File: config.mk
export PLATFORM = sky130hd
export DESIGN_NAME = multicycle_control_flat
export DESIGN_NICKNAME = d
export VERILOG_FILES = /design/src/rtl/mc_ctrl_pkg.sv /design/src/rtl/multicycle_control_if.sv /design/src/rtl/mc_mem_watchdog.sv /design/src/rtl/multicycle_control.sv /design/src/flat_wrapper.sv
export SDC_FILE = /design/constraint.sdc
export NUM_CORES = 1
export LEC_CHECK = 0
export ABC_AREA = 1
export BUFFER_PORTS_ARGS = -buffer_cell sky130_fd_sc_hd__buf_2
export CAP_MARGIN = 20
export CORE_ASPECT_RATIO = 0.9
export CORE_MARGIN = 10
export CORE_UTILIZATION = 31
export CTS_CLUSTER_SIZE = 16
export DETAILED_ROUTE_END_ITERATION = 7
export GPL_TIMING_DRIVEN = 0
export SLEW_MARGIN = 15
export SYNTH_ARGS = -nofsm -noshare
export SYNTH_HDL_FRONTEND = slang
export SYNTH_HIERARCHICAL = 1
export SYNTH_SLANG_ARGS = --single-unit
File: constraint.sdc
create_clock -name clk -period 2.8 [get_ports clk]
set_clock_uncertainty 0.1 [all_clocks]
set_input_delay 0.28 -clock clk [delete_from_list [all_inputs] [get_ports clk]]
set_output_delay 0.28 -clock clk [all_outputs]
set_load 0.02 [all_outputs]
File: src/rtl/mc_ctrl_pkg.sv
// Shared encodings for the multicycle controller: FSM states, opcodes and datapath mux selects.
// Also holds a helper that maps I-type opcodes to ALU operations.
package mc_ctrl_pkg;

    typedef enum logic [3:0] {
        IDLE      = 4'd0,
        FETCH     = 4'd1,
        DECODE    = 4'd2,
        R_EXEC    = 4'd3,
        R_WB      = 4'd4,
        I_EXEC    = 4'd5,
        I_WB      = 4'd6,
        MEM_ADDR  = 4'd7,
        MEM_READ  = 4'd8,
        MEM_WB    = 4'd9,
        MEM_WRITE = 4'd10,
        BRANCH    = 4'd11,
        JUMP      = 4'd12,
        JAL       = 4'd13
    } state_t;

    localparam logic [5:0] OP_RTYPE = 6'b000000;
    localparam logic [5:0] OP_J     = 6'b000010;
    localparam logic [5:0] OP_JAL   = 6'b000011;
    localparam logic [5:0] OP_BEQ   = 6'b000100;
    localparam logic [5:0] OP_ADDI  = 6'b001000;
    localparam logic [5:0] OP_SLTI  = 6'b001010;
    localparam logic [5:0] OP_ANDI  = 6'b001100;
    localparam logic [5:0] OP_ORI   = 6'b001101;
    localparam logic [5:0] OP_XORI  = 6'b001110;
    localparam logic [5:0] OP_LW    = 6'b100011;
    localparam logic [5:0] OP_SW    = 6'b101011;

    localparam logic [2:0] ALUOP_ADD   = 3'b000;
    localparam logic [2:0] ALUOP_SUB   = 3'b001;
    localparam logic [2:0] ALUOP_FUNCT = 3'b010;
    localparam logic [2:0] ALUOP_AND   = 3'b011;
    localparam logic [2:0] ALUOP_OR    = 3'b100;
    localparam logic [2:0] ALUOP_XOR   = 3'b101;
    localparam logic [2:0] ALUOP_SLT   = 3'b110;

    localparam logic [1:0] SRCB_REGB  = 2'b00;
    localparam logic [1:0] SRCB_FOUR  = 2'b01;
    localparam logic [1:0] SRCB_IMM   = 2'b10;
    localparam logic [1:0] SRCB_IMMSH = 2'b11;

    localparam logic [1:0] PCSRC_ALU    = 2'b00;
    localparam logic [1:0] PCSRC_ALUOUT = 2'b01;
    localparam logic [1:0] PCSRC_JUMP   = 2'b10;

    localparam logic [1:0] REGDST_RT = 2'b00;
    localparam logic [1:0] REGDST_RD = 2'b01;
    localparam logic [1:0] REGDST_RA = 2'b10;

    localparam logic [1:0] M2R_ALUOUT = 2'b00;
    localparam logic [1:0] M2R_MDR    = 2'b01;
    localparam logic [1:0] M2R_PC     = 2'b10;

    function automatic logic [2:0] immAluOp(input logic [5:0] op);
        case (op)
            OP_SLTI: immAluOp = ALUOP_SLT;
            OP_ANDI: immAluOp = ALUOP_AND;
            OP_ORI:  immAluOp = ALUOP_OR;
            OP_XORI: immAluOp = ALUOP_XOR;
            default: immAluOp = ALUOP_ADD;
        endcase
    endfunction

endpackage

File: src/rtl/multicycle_control_if.sv
// Controller <-> datapath/memory bundle: instruction fields and memory handshake in, control enables out.
// master = controller side, slave = datapath side.
interface multicycle_control_if #(parameter int CNT_W = 32);
    logic [5:0]       opCode;
    logic             zero;
    logic             memReady;
    logic             pcEn;
    logic             iorD;
    logic             memRead;
    logic             memWrite;
    logic             irWrite;
    logic [1:0]       regDst;
    logic [1:0]       memtoReg;
    logic             regWrite;
    logic             aluSrcA;
    logic [1:0]       aluSrcB;
    logic [2:0]       aluOp;
    logic [1:0]       pcSource;
    logic             instrDone;
    logic             illegalOp;
    logic             busErr;
    logic [CNT_W-1:0] instrCount;

    modport master (
        input  opCode, zero, memReady,
        output pcEn, iorD, memRead, memWrite, irWrite, regDst, memtoReg, regWrite,
               aluSrcA, aluSrcB, aluOp, pcSource, instrDone, illegalOp, busErr, instrCount
    );

    modport slave (
        output opCode, zero, memReady,
        input  pcEn, iorD, memRead, memWrite, irWrite, regDst, memtoReg, regWrite,
               aluSrcA, aluSrcB, aluOp, pcSource, instrDone, illegalOp, busErr, instrCount
    );
endinterface

File: src/rtl/mc_mem_watchdog.sv
// Memory wait watchdog: counts consecutive wait cycles, flags expiry combinationally on the last allowed one.
// Latency: expiry seen in the same cycle as the final wait; memReady in that cycle suppresses it.
module mc_mem_watchdog #(
    parameter int TIMEOUT_CYCLES = 16
) (
    input  logic clk,
    input  logic rst_n,
    input  logic clear,
    input  logic waiting,
    input  logic memReady,
    output logic expired
);
    localparam int CW = (TIMEOUT_CYCLES > 2) ? $clog2(TIMEOUT_CYCLES) : 1;
    localparam logic [CW-1:0] LAST = CW'(TIMEOUT_CYCLES - 1);

    logic [CW-1:0] waitCnt;

    assign expired = waiting && !memReady && (waitCnt == LAST);

    always_ff @(posedge clk) begin
        if (!rst_n) begin
            waitCnt <= '0;
        end else if (clear || memReady || expired) begin
            waitCnt <= '0;
        end else if (waiting) begin
            waitCnt <= waitCnt + 1'b1;
        end
    end
endmodule

File: src/rtl/multicycle_control.sv
// Multicycle MIPS controller FSM (MC_CTRL_JAL_EN adds the JAL state); 3-5 cycles per instruction.
// Stalls in FETCH/MEM_READ/MEM_WRITE until memReady; watchdog expiry aborts to IDLE with busErr.
module multicycle_control
    import mc_ctrl_pkg::*;
#(
    parameter int TIMEOUT_CYCLES = 16,
    parameter int CNT_W          = 32
) (
    input  logic                 clk,
    input  logic                 rst_n,
    multicycle_control_if.master ctl
);
    state_t           state, nextState;
    logic [CNT_W-1:0] instrCnt;
    logic             expired, waiting, enterWait;

    logic       pcEnC, iorDC, memReadC, memWriteC, irWriteC, regWriteC, aluSrcAC;
    logic       doneC, illegalC, busErrC;
    logic [1:0] regDstC, memtoRegC, aluSrcBC, pcSourceC;
    logic [2:0] aluOpC;

    assign waiting   = (state == FETCH) || (state == MEM_READ) || (state == MEM_WRITE);
    assign enterWait = (nextState != state) &&
                       ((nextState == FETCH) || (nextState == MEM_READ) || (nextState == MEM_WRITE));

    mc_mem_watchdog #(.TIMEOUT_CYCLES(TIMEOUT_CYCLES)) u_watchdog (
        .clk      (clk),
        .rst_n    (rst_n),
        .clear    (enterWait),
        .waiting  (waiting),
        .memReady (ctl.memReady),
        .expired  (expired)
    );

    always_comb begin
        nextState = state;
        pcEnC     = 1'b0;
        iorDC     = 1'b0;
        memReadC  = 1'b0;
        memWriteC = 1'b0;
        irWriteC  = 1'b0;
        regDstC   = REGDST_RT;
        memtoRegC = M2R_ALUOUT;
        regWriteC = 1'b0;
        aluSrcAC  = 1'b0;
        aluSrcBC  = SRCB_REGB;
        aluOpC    = ALUOP_ADD;
        pcSourceC = PCSRC_ALU;
        doneC     = 1'b0;
        illegalC  = 1'b0;
        busErrC   = 1'b0;
        case (state)
            IDLE: nextState = FETCH;
            FETCH: begin
                memReadC = 1'b1;
                aluSrcBC = SRCB_FOUR;
                if (ctl.memReady) begin
                    irWriteC  = 1'b1;
                    pcEnC     = 1'b1;
                    nextState = DECODE;
                end else if (expired) begin
                    busErrC   = 1'b1;
                    nextState = IDLE;
                end
            end
            DECODE: begin
                // Branch target computed here so BRANCH can compare and select in one cycle.
                aluSrcBC = SRCB_IMMSH;
                case (ctl.opCode)
                    OP_RTYPE:                                  nextState = R_EXEC;
                    OP_LW, OP_SW:                              nextState = MEM_ADDR;
                    OP_BEQ:                                    nextState = BRANCH;
                    OP_J:                                      nextState = JUMP;
                    OP_ADDI, OP_SLTI, OP_ANDI, OP_ORI, OP_XORI: nextState = I_EXEC;
`ifdef MC_CTRL_JAL_EN
                    OP_JAL:                                    nextState = JAL;
`endif
                    default: begin
                        illegalC  = 1'b1;
                        nextState = FETCH;
                    end
                endcase
            end
            R_EXEC: begin
                aluSrcAC  = 1'b1;
                aluOpC    = ALUOP_FUNCT;
                nextState = R_WB;
            end
            R_WB: begin
                regDstC   = REGDST_RD;
                regWriteC = 1'b1;
                doneC     = 1'b1;
                nextState = FETCH;
            end
            I_EXEC: begin
                aluSrcAC  = 1'b1;
                aluSrcBC  = SRCB_IMM;
                aluOpC    = immAluOp(ctl.opCode);
                nextState = I_WB;
            end
            I_WB: begin
                regWriteC = 1'b1;
                doneC     = 1'b1;
                nextState = FETCH;
            end
            MEM_ADDR: begin
                aluSrcAC  = 1'b1;
                aluSrcBC  = SRCB_IMM;
                nextState = (ctl.opCode == OP_SW) ? MEM_WRITE : MEM_READ;
            end
            MEM_READ: begin
                memReadC = 1'b1;
                iorDC    = 1'b1;
                if (ctl.memReady) begin
                    nextState = MEM_WB;
                end else if (expired) begin
                    busErrC   = 1'b1;
                    nextState = IDLE;
                end
            end
            MEM_WB: begin
                memtoRegC = M2R_MDR;
                regWriteC = 1'b1;
                doneC     = 1'b1;
                nextState = FETCH;
            end
            MEM_WRITE: begin
                memWriteC = 1'b1;
                iorDC     = 1'b1;
                if (ctl.memReady) begin
                    doneC     = 1'b1;
                    nextState = FETCH;
                end else if (expired) begin
                    busErrC   = 1'b1;
                    nextState = IDLE;
                end
            end
            BRANCH: begin
                aluSrcAC  = 1'b1;
                aluOpC    = ALUOP_SUB;
                pcSourceC = PCSRC_ALUOUT;
                pcEnC     = ctl.zero;
                doneC     = 1'b1;
                nextState = FETCH;
            end
            JUMP: begin
                pcEnC     = 1'b1;
                pcSourceC = PCSRC_JUMP;
                doneC     = 1'b1;
                nextState = FETCH;
            end
`ifdef MC_CTRL_JAL_EN
            JAL: begin
                // PC was already advanced in FETCH, so it is the return address.
                pcEnC     = 1'b1;
                pcSourceC = PCSRC_JUMP;
                regWriteC = 1'b1;
                regDstC   = REGDST_RA;
                memtoRegC = M2R_PC;
                doneC     = 1'b1;
                nextState = FETCH;
            end
`endif
            default: nextState = IDLE;
        endcase
    end

    always_ff @(posedge clk) begin
        if (!rst_n) begin
            state    <= IDLE;
            instrCnt <= '0;
        end else begin
            state <= nextState;
            if (doneC) begin
                instrCnt <= instrCnt + 1'b1;
            end
        end
    end

    assign ctl.pcEn       = rst_n & pcEnC;
    assign ctl.iorD       = rst_n & iorDC;
    assign ctl.memRead    = rst_n & memReadC;
    assign ctl.memWrite   = rst_n & memWriteC;
    assign ctl.irWrite    = rst_n & irWriteC;
    assign ctl.regDst     = rst_n ? regDstC   : 2'b00;
    assign ctl.memtoReg   = rst_n ? memtoRegC : 2'b00;
    assign ctl.regWrite   = rst_n & regWriteC;
    assign ctl.aluSrcA    = rst_n & aluSrcAC;
    assign ctl.aluSrcB    = rst_n ? aluSrcBC  : 2'b00;
    assign ctl.aluOp      = rst_n ? aluOpC    : 3'b000;
    assign ctl.pcSource   = rst_n ? pcSourceC : 2'b00;
    assign ctl.instrDone  = rst_n & doneC;
    assign ctl.illegalOp  = rst_n & illegalC;
    assign ctl.busErr     = rst_n & busErrC;
    assign ctl.instrCount = rst_n ? instrCnt : '0;
endmodule

File: src/flat_wrapper.sv
// flat-port wrapper written by rule: the top's interface ports become plain ports
module multicycle_control_flat import mc_ctrl_pkg::*;
#(
    parameter int TIMEOUT_CYCLES = 16,
    parameter int CNT_W          = 32
)
  (clk, rst_n, ctl_opCode, ctl_zero, ctl_memReady, ctl_pcEn, ctl_iorD, ctl_memRead, ctl_memWrite, ctl_irWrite, ctl_regDst, ctl_memtoReg, ctl_regWrite, ctl_aluSrcA, ctl_aluSrcB, ctl_aluOp, ctl_pcSource, ctl_instrDone, ctl_illegalOp, ctl_busErr, ctl_instrCount);
  multicycle_control_if #(.CNT_W(CNT_W)) ctl_i ();
  input  logic clk;
  input  logic rst_n;
  input wire logic [$bits(ctl_i.opCode)-1:0] ctl_opCode;
  input wire logic [$bits(ctl_i.zero)-1:0] ctl_zero;
  input wire logic [$bits(ctl_i.memReady)-1:0] ctl_memReady;
  output wire logic [$bits(ctl_i.pcEn)-1:0] ctl_pcEn;
  output wire logic [$bits(ctl_i.iorD)-1:0] ctl_iorD;
  output wire logic [$bits(ctl_i.memRead)-1:0] ctl_memRead;
  output wire logic [$bits(ctl_i.memWrite)-1:0] ctl_memWrite;
  output wire logic [$bits(ctl_i.irWrite)-1:0] ctl_irWrite;
  output wire logic [$bits(ctl_i.regDst)-1:0] ctl_regDst;
  output wire logic [$bits(ctl_i.memtoReg)-1:0] ctl_memtoReg;
  output wire logic [$bits(ctl_i.regWrite)-1:0] ctl_regWrite;
  output wire logic [$bits(ctl_i.aluSrcA)-1:0] ctl_aluSrcA;
  output wire logic [$bits(ctl_i.aluSrcB)-1:0] ctl_aluSrcB;
  output wire logic [$bits(ctl_i.aluOp)-1:0] ctl_aluOp;
  output wire logic [$bits(ctl_i.pcSource)-1:0] ctl_pcSource;
  output wire logic [$bits(ctl_i.instrDone)-1:0] ctl_instrDone;
  output wire logic [$bits(ctl_i.illegalOp)-1:0] ctl_illegalOp;
  output wire logic [$bits(ctl_i.busErr)-1:0] ctl_busErr;
  output wire logic [$bits(ctl_i.instrCount)-1:0] ctl_instrCount;
  assign ctl_i.opCode = ctl_opCode;
  assign ctl_i.zero = ctl_zero;
  assign ctl_i.memReady = ctl_memReady;
  assign ctl_pcEn = ctl_i.pcEn;
  assign ctl_iorD = ctl_i.iorD;
  assign ctl_memRead = ctl_i.memRead;
  assign ctl_memWrite = ctl_i.memWrite;
  assign ctl_irWrite = ctl_i.irWrite;
  assign ctl_regDst = ctl_i.regDst;
  assign ctl_memtoReg = ctl_i.memtoReg;
  assign ctl_regWrite = ctl_i.regWrite;
  assign ctl_aluSrcA = ctl_i.aluSrcA;
  assign ctl_aluSrcB = ctl_i.aluSrcB;
  assign ctl_aluOp = ctl_i.aluOp;
  assign ctl_pcSource = ctl_i.pcSource;
  assign ctl_instrDone = ctl_i.instrDone;
  assign ctl_illegalOp = ctl_i.illegalOp;
  assign ctl_busErr = ctl_i.busErr;
  assign ctl_instrCount = ctl_i.instrCount;
  multicycle_control #(.TIMEOUT_CYCLES(TIMEOUT_CYCLES), .CNT_W(CNT_W)) u_core (.clk(clk), .rst_n(rst_n), .ctl(ctl_i));
endmodule
======== Word level (Yosys, flattened, before mapping) ========
Index checks and enable logic that the tools add are counted.
word-level totals
  register bits ........................... 40
  output and inout bits ................... 53
  logic and storage cells ................. 99
operators by class
  add/subtract/negate cells ............... 2
  equal/unequal tests ..................... 26
  muxes and demuxes ....................... 33
  bitwise operators ....................... 11
  reductions and logical operators ........ 24
operators with widths
  operator                 count
  $add A32 B1 Y32 const B  1
  $eq A4 B4 Y1 const B     8
  $mux W32                 1
  $pmux W4 S8              1
  $eq A6 B4 Y1 const B     5
  $pmux W4 S5              1
  $eq A4 B3 Y1 const B     4
  $mux W1                  16
  $mux W4                  4
  $eq A6 B6 Y1 const B     2
  $pmux W3 S4              1
  $and A1 B1 Y1            10
  $reduce_or A10 Y1        1
  $reduce_or A2 Y1         5
  $reduce_or A5 Y1         2
  $pmux W3 S3              1
  $eq A4 B1 Y1 const B     2
  $eq A4 B2 Y1 const B     2
  $eq A6 B2 Y1 const B     1
  $eq A6 B3 Y1 const B     1
  $logic_not A6 Y1         1
  $logic_or A1 B1 Y1       6
  $mux W2                  3
  $pmux W2 S3              1
  other kinds (13)         16

======== Longest topological paths before layout ========
Gate-level depths: netlist of run 1.
  depth after elaboration ................. 15
  gate-level depth with buffers ........... 25

======== Hierarchy ========
Netlist of run 1, hierarchy kept.
modules (own cells, without submodules)
  module              instances  cells an instance  area an instance (um^2)  seq. area each (um^2)
  multicycle_control  1          532                2915.3                   720.7
  mc_mem_watchdog     1          30                 210.2                    80.1

======== Worst setup path before layout of run 1 ========
Ideal clock, no wire load.
  path kind ............................... register to register
  start ................................... reg u_core.state[0]
  end ..................................... reg u_core.u_watchdog.waitCnt[1]
  library setup time ...................... 0.118 ns
  arrival ................................. 2.238 ns
  setup slack ............................. 0.344 ns
  stages on the path, launching flop included .. 25
  buffers on the path ..................... 1
  clock period less this slack ............ 2.456 ns
  cell sequence ........................... dfxtp_1 -> buf_4 -> inv_2 -> nor2_2 -> nand3_1 -> inv_1 -> nor2_1 -> inv_1 -> nand3_2 -> nor2_2 -> inv_1 -> nand3_1 -> nor2_1 -> nor2_1 -> nand2_1 -> nand2_1 -> inv_1 -> nor2_1 -> nand2_1 -> nor2_1 -> nor2_1 -> nand2_1 -> inv_1 -> o21ai_1 -> nor2_1
between the ends
  word-level cells in the longest chain between the ends .. 15
RTL lines
  element                                       line                                                                            RTL
  from (decl)                                   multicycle_control.sv:13                                                        state_t state, nextState;
  from (signal assigned)                        multicycle_control.sv:173                                                       state <= nextState;
  $eq A4 B1 Y1 or $eq A4 B4 Y1 (tied branches)  multicycle_control.sv:22                                                        assign waiting = (state == FETCH) || (state == MEM_READ) || (state == MEM_WRITE);
  $logic_or A1 B1 Y1                            multicycle_control.sv:22
  $logic_or A1 B1 Y1 *                          multicycle_control.sv:22
  via u_core.waiting                            multicycle_control.sv:15                                                        logic expired, waiting, enterWait;
  $logic_and A1 B1 Y1 * (2 in a row)            mc_mem_watchdog.sv:18                                                           assign expired = waiting && !memReady && (waitCnt == LAST);
  via u_core.expired                            multicycle_control.sv:15
  $mux W4 *                                     multicycle_control.sv:61, multicycle_control.sv:116, multicycle_control.sv:133
  $mux W4, on equally long branches             multicycle_control.sv:130, multicycle_control.sv:57, multicycle_control.sv:114
  $pmux W4 S8 *                                 multicycle_control.sv:52                                                        case (state)
  $eq A4 B1 Y1 or $eq A4 B4 Y1 (tied branches)  multicycle_control.sv:24                                                        ((nextState == FETCH) || (nextState == MEM_READ) || (nextState == MEM_WRITE));
  $logic_or A1 B1 Y1 (2 in a row)               multicycle_control.sv:24
  $logic_and A1 B1 Y1 *                         multicycle_control.sv:23                                                        assign enterWait = (nextState != state) &&
  via u_core.enterWait                          multicycle_control.sv:15
  $logic_or A1 B1 Y1 * (2 in a row)             mc_mem_watchdog.sv:23                                                           end else if (clear || memReady || expired) begin
  $reduce_or A2 Y1 (no line) *                  --
  to (signal assigned)                          mc_mem_watchdog.sv:26                                                           waitCnt <= waitCnt + 1'b1;
  to (decl)                                     mc_mem_watchdog.sv:16                                                           logic [CW-1:0] waitCnt;
The timed path passes the listed nets; every way through them passes the cells marked *.
A chain may end at the register's enable or synchronous reset.

======== Final worst setup path of run 1 ========
Same ends and word-level chain as after synthesis.

==> flow_summary.ini, run 1 <==
[run_status]
status = finished clean

[cells_and_area]
insertedDiodeCount = 0
layout.nets = 648
multi_input_area_sq_um = 1960
final_common_cell = nand2_1
postLayoutCellArea_sq_um = 3770
nFillCells = 1106
drive_gt1_share_pct = 18.1
ff_latch_area_sq_um = 801
layout_common_cells = nand2_1 (190), inv_1 (82), nor2_1 (81)
syn2layout_area_growth_pct = 20.8

[place]
hpwl_microns = 7730
port_buffers = 60
place_congestion = 0.879
pre_cts_ws_ps = -72.6
placed_area_sq_um = 3590

[timing]
worst_pin_slew_ps = 616
setup_ws_ps = 245
final.min_clock_period_ps = 2560
fmax_mhz = 391
finalCritPeriodShare_pct = 91.3
finalMaxSlewViolations = 0
slew_headroom_pct = 58.6
setup_viol = 0
hold_violations = 0

[floorplan]
start_util_pct = 32.1
num_rows = 34
ioPinCount = 63
die_x_microns = 126
dieArea_sq_um = 14500
coreArea_sq_um = 9740
dieHeight_microns = 115

[grt]
grt_pass1_wl_microns = 15900
track_usage_pct = 12.7
grt_pass1_vias = 3355
antenna_found_initial = 0
grt_max_degree = 12
grt-ovfl-total = 0

[logic_synthesis]
ys.flop_type = dfxtp_1
synth.ff_latch_count = 40
syn_inst = 562
yosysUniqueCellTypes = 38
yosys_warnings = 6
netlist_area_sq_um = 3130
async_flop_share_pct = 0
avgSynthCellArea_sq_um = 5.56
synth_edf_count = 0
ys_seq_area_share_pct = 25.6

[setup_path]
arrival_ps = 2680
cp.required_ps = 2920
critical_path_class = reg2reg
start_kind = flop
ff2ff_setup_slack_ps = 240
crit_slowest_cell = dfxtp_1
path_max_fanout = 8
endpoint_kind = flop
r2r-start = u_core/state[0]
reg2regPathDepth = 25
r2r_end = u_core/u_watchdog/waitCnt[1]
critical_path.most_common_cell = nand2_1
critical_path.max_stage_delay_ps = 330

[clock_tree]
cts.sink_count = 40
numCtsBuffers = 5
cts.path.max_buffers = 2
cts.htree.levels = 2
clockRootBuffer = clkbuf_8
clk_latency_ps = 290
cts_tree = built
cts.clk_slew.worst_paths_ps = 80
hold_buffers = 0

[power_and_ir_drop]
ir_worst_vdd_mv = 0.214
power_density_nw_per_um2 = 310
p_leak_nw = 1.92

[run]
drv_cap = 0

[routing]
ant_nets = 0
drtIter0Drc = 224
wl_microns = 9670
num_vias = 3618
drt_pass1_iterations = 5
wl_per_cell_microns = 12.7
drc_errors = 0
routed_via_density = 4.74

[hold_path]
min_from = rst_n
min_path_type = in2reg
holdPathEnd = u_core/u_watchdog/waitCnt[3]
hold_path_depth = 5
==> registers in the layout (all words and copies together) (netlist names) <==
name / cells
u_core/state: 4
u_core/u_watchdog/waitCnt: 4
u_core/instrCnt: 32
==> logic make-up (layout without fill, tap and decap cells) <==
family | after synthesis | in the layout | share of synthesized area [%]
DFF | 40 | 40 | 25.6
muxes | 1 | 1 | 0.320
adders and majority gates | 2 | 2 | 0.801
xor gates and xnor gates | 3 | 3 | 0.841
buffers and inverters | 105 | 179 | 13.4
and+or+nand+nor | 360 | 360 | 50.2
other | 1 | 2 | 0.120
AOI/OAI and AO/OA | 50 | 50 | 8.65
==> area by class of cell <==
| class | count | share of cell area, % |
|---|---|---|
| Buffer | 13 | 1.99 |
| Clock buffer | 8 | 2.39 |
| Inverter | 92 | 9.21 |
| Multi-Input combinational cell | 418 | 51.9 |
| Sequential cell | 40 | 21.2 |
| Tap cell | 126 | 4.18 |
| Timing Repair Buffer | 66 | 9.15 |
==> critical path, delay by kind of cell, from the launching register on <==
kind / cells / cell delay, ps
AND/OR/NAND/NOR: 17 / 1420
buffers and inverters: 6 / 520
flip-flops: 1 / 330
AO/OA/AOI/OAI: 2 / 160
==> per-stage QoR <==
stage               utilization, %  instances  TNS (ps)  hold slack, ps  power (mW)
finish                        38.7        763         0             255        1.17
global route                  38.7        763     -8.45             308        1.23
CTS                           37.9        757         0             248        1.16
detailed placement            36.8        749      -147             381       0.755
global placement              36.8        749     -49.2             368       0.753
floorplan                        -        563         0             351       0.706
==> Yosys cell counts, types with 3 or more instances <==
master | number | area (sq um)
o21ai_0 | 12 | 60.1
nand4_1 | 5 | 31.3
nand2_1 | 191 | 717
inv_1 | 84 | 315
nor2_2 | 4 | 25.0
nand3_2 | 3 | 30.0
a21oi_1 | 26 | 130
nor3_1 | 23 | 115
nand3b_1 | 6 | 45.0
nand3_1 | 28 | 140
inv_2 | 7 | 26.3
buf_4 | 4 | 30.0
nand2_2 | 5 | 31.3
nor2_1 | 84 | 315
clkbuf_1 | 8 | 30.0
dfxtp_1 | 40 | 801
o21ai_1 | 4 | 20.0
nor2_4 | 3 | 33.8
==> what timing repair did <==
| item | 4_1_cts | 5_1_grt |
|---|---|---|
| pin swaps | 0 | 3 |
| setup endpoints to repair | 4 | 5 |
| resized for setup | 3 | 11 |
| buffers inserted | 0 | 6 |
==> metal layers <==
metal | GRT usage [%] | wire length, microns | vias to the layer above
li1 | - | - | 1881
met1 | 17.0 | 4640 | 1657
met2 | 20.6 | 4350 | 78
met3 | 2.95 | 652 | 2
met4 | 2.12 | 23 | 0
met5 | 0 | 0 | -
==> worst max-delay path by stage <==
| stage | cells past startpoint | to | slack, ps | start |
|---|---|---|---|---|
| finish | 25 | u_core/u_watchdog/waitCnt[1] | 240 | u_core/state[0] |
| global route | 25 | u_core/u_watchdog/waitCnt[1] | -8 | u_core/state[0] |
| CTS | 24 | u_core/u_watchdog/waitCnt[1] | 30 | u_core/state[0] |
| detailed placement | 24 | u_core/u_watchdog/waitCnt[1] | -70 | u_core/state[0] |
| global placement | 24 | u_core/u_watchdog/waitCnt[1] | -30 | u_core/state[0] |
| floorplan | 24 | u_core/u_watchdog/waitCnt[1] | 340 | u_core/state[0] |
==> where the power goes <==
group          leakage, nW  internal [mW]  switching (mW)
combinational         1.55         0.0665           0.124
sequential           0.323          0.573         0.00574
clock               0.0455          0.201           0.200
No activity file was read; power rests on OpenSTA's default activity.
==> run 2, diff against run 1 <==
- SYNTH_HIERARCHICAL: 1 -> unset
==> flow_summary.ini, run 2 <==
[cells_and_area]
largestRegisters = u_core.instrCnt x32, u_core.state x4, u_core.u_watchdog.waitCnt x4
largest-register = u_core.instrCnt
layout.nets = 568
multi_input_area_sq_um = 1680
layout_common_cells = nand2_1 (132), inv_1 (84), buf_2 (60)
final_common_cell = nand2_1
insertedDiodeCount = 0
syn2layout_area_growth_pct = 18.7
ff_latch_area_sq_um = 801
nFillCells = 1017
drive_gt1_share_pct = 17.1
largest_reg_flops = 32

[setup_path]
endpoint_kind = primary output
path_cells = nand2_1, inv_1, nand2_1, nand2_1, nor2_1, nand2_4, inv_4, nor2_1, buf_2
critical_path.max_stage_delay_ps = 470
reg2regPathDepth = 13
critical_path_class = reg2out
crit_slowest_cell = dfxtp_1
path_max_fanout = 7
cp.required_ps = 2420
arrival_ps = 1930
critical_path.most_common_cell = nand2_1
start_kind = flop

[logic_synthesis]
async_flop_share_pct = 0
yosys_warnings = 0
yosys.area_share.simple_pct = 43.5
synth_xor_area_share_pct = 4.25
synth-compound-area-share_pct = 9.10
syn_inst = 490
ys.flop_type = dfxtp_1
muxShareOfSynthArea_pct = 0.347
synth_top_family_by_area = simple AND/OR/NAND/NOR gates
synth.area.top_cells = dfxtp_1 (28%), nand2_1 (17%), inv_1 (11%)
netlist_area_sq_um = 2890
synth_edf_count = 0
avgSynthCellArea_sq_um = 5.89
synth_commonest_cells = nand2_1 (132), inv_1 (84), nor2_1 (57), dfxtp_1 (40), nand3_1 (35)
synth.ff_latch_count = 40
yosysUniqueCellTypes = 39
synth-adder-area-share_pct = 0.867
ys_seq_area_share_pct = 27.7
synth_largest_area_cell = dfxtp_1
synth_most_common_cell = nand2_1
synth_top_area_share_pct = 27.7

[clock_tree]
clk_latency_ps = 300
cts.clk_slew.worst_paths_ps = 80
clockRootBuffer = clkbuf_8
cts.sink_count = 40
cts.htree.levels = 2
cts_tree = built
hold_buffers = 0
postCtsSetupRepairBufs = 0
cts.path.max_buffers = 2
numCtsBuffers = 5
cts_resized = 0

[grt]
grt_pass1_vias = 3124
antenna_found_initial = 0
grt_pass1_wl_microns = 14600
grt-ovfl-total = 0
grt_max_degree = 15
track_usage_pct = 12.6

[routing]
wl_microns = 8570
ant_nets = 0
wl_per_cell_microns = 12.6
num_vias = 3164
drtIter0Drc = 224
routed_via_density = 4.66
drc_errors = 0
drt_pass1_iterations = 5

[place]
place_congestion = 0.890
hpwl_microns = 6870
port_buffers = 58

[timing]
finalMaxSlewViolations = 0
setup_viol = 0
slew_headroom_pct = 56.0
hold_violations = 0
rsz0062_at_grt = false
final.min_clock_period_ps = 2310
finalCritPeriodShare_pct = 82.5
setup_tns_ps = 0
worst_pin_slew_ps = 660
fmax_mhz = 433
holdWs_ps = 392

[floorplan]
ioPinCount = 63
die_x_microns = 122
dieHeight_microns = 112
coreArea_sq_um = 9080
num_rows = 33
start_util_pct = 31.8
dieArea_sq_um = 13600

[run_status]
status = finished clean

[hold_path]
hold_path_depth = 5
min_path_type = in2reg

[run]
drv_cap = 0

[power_and_ir_drop]
p_leak_nw = 1.77
ir_worst_vdd_mv = 0.178
power_density_nw_per_um2 = 341
## run 2: cell type report
type | instances | area share [%]
multi-input combinational | 346 | 49.1
sequential | 40 | 23.4
inverter | 89 | 9.82
timing repair buffer | 58 | 8.47
tap | 122 | 4.45
buffer | 16 | 2.04
clock buffer | 5 | 2.01
clock inverter | 3 | 0.694
## run 2: worst max-delay path, delay by kind of cell (launching register included)
kind                   cells  cell delay [ps]
and+or+nand+nor            6              730
DFF                        1              470
buffers and inverters      3              440
## run 2: power by group
group / internal, mW / leakage [nW] / switching, mW / total, mW
Sequential: 0.576 / 0.323 / 0.0110 / 0.587
Combinational: 0.0546 / 1.41 / 0.134 / 0.189
Clock: 0.176 / 0.0404 / 0.217 / 0.394
## run 2: path summary, 6_finish.rpt
kind	from	endpoint	slack, ps
setup / recovery	u_core.state[1]	ctl_instrDone	490
hold / removal	rst_n	u_core.instrCnt[8]	390
setup reg to reg	u_core.state[0]	u_core.u_watchdog.waitCnt[2]	760
hold reg to reg	u_core.instrCnt[31]	u_core.instrCnt[31]	400
## run 2: per-layer routing
layer,track usage [%],routed length [microns],vias to the layer above
met2,20.9,3870,94
met3,2.27,540,4
met1,16.5,4130,1414
li1,-,-,1652
met4,2.62,29,0
met5,0,0,-
## run 2: through the flow
step	setup slack, ps	util (%)	cell area [sq um]	power, mW	cells
after detailed placement	603	36.7	3330	0.786	671
after CTS	524	37.7	3430	1.18	679
after floorplan	957	-	2890	0.732	491
after global placement	654	36.7	3330	0.783	671
final	489	37.7	3430	1.17	679
after global routing	339	37.7	3430	1.23	679
## run 2: cell families after synthesis
| kind of cell | after synthesis |
|---|---|
| simple gates | 278 |
| buf+inv | 105 |
| compound gates | 49 |
| flops | 40 |
| xor+xnor | 14 |
| fa+ha+maj | 2 |
| other cells | 1 |
| mux | 1 |
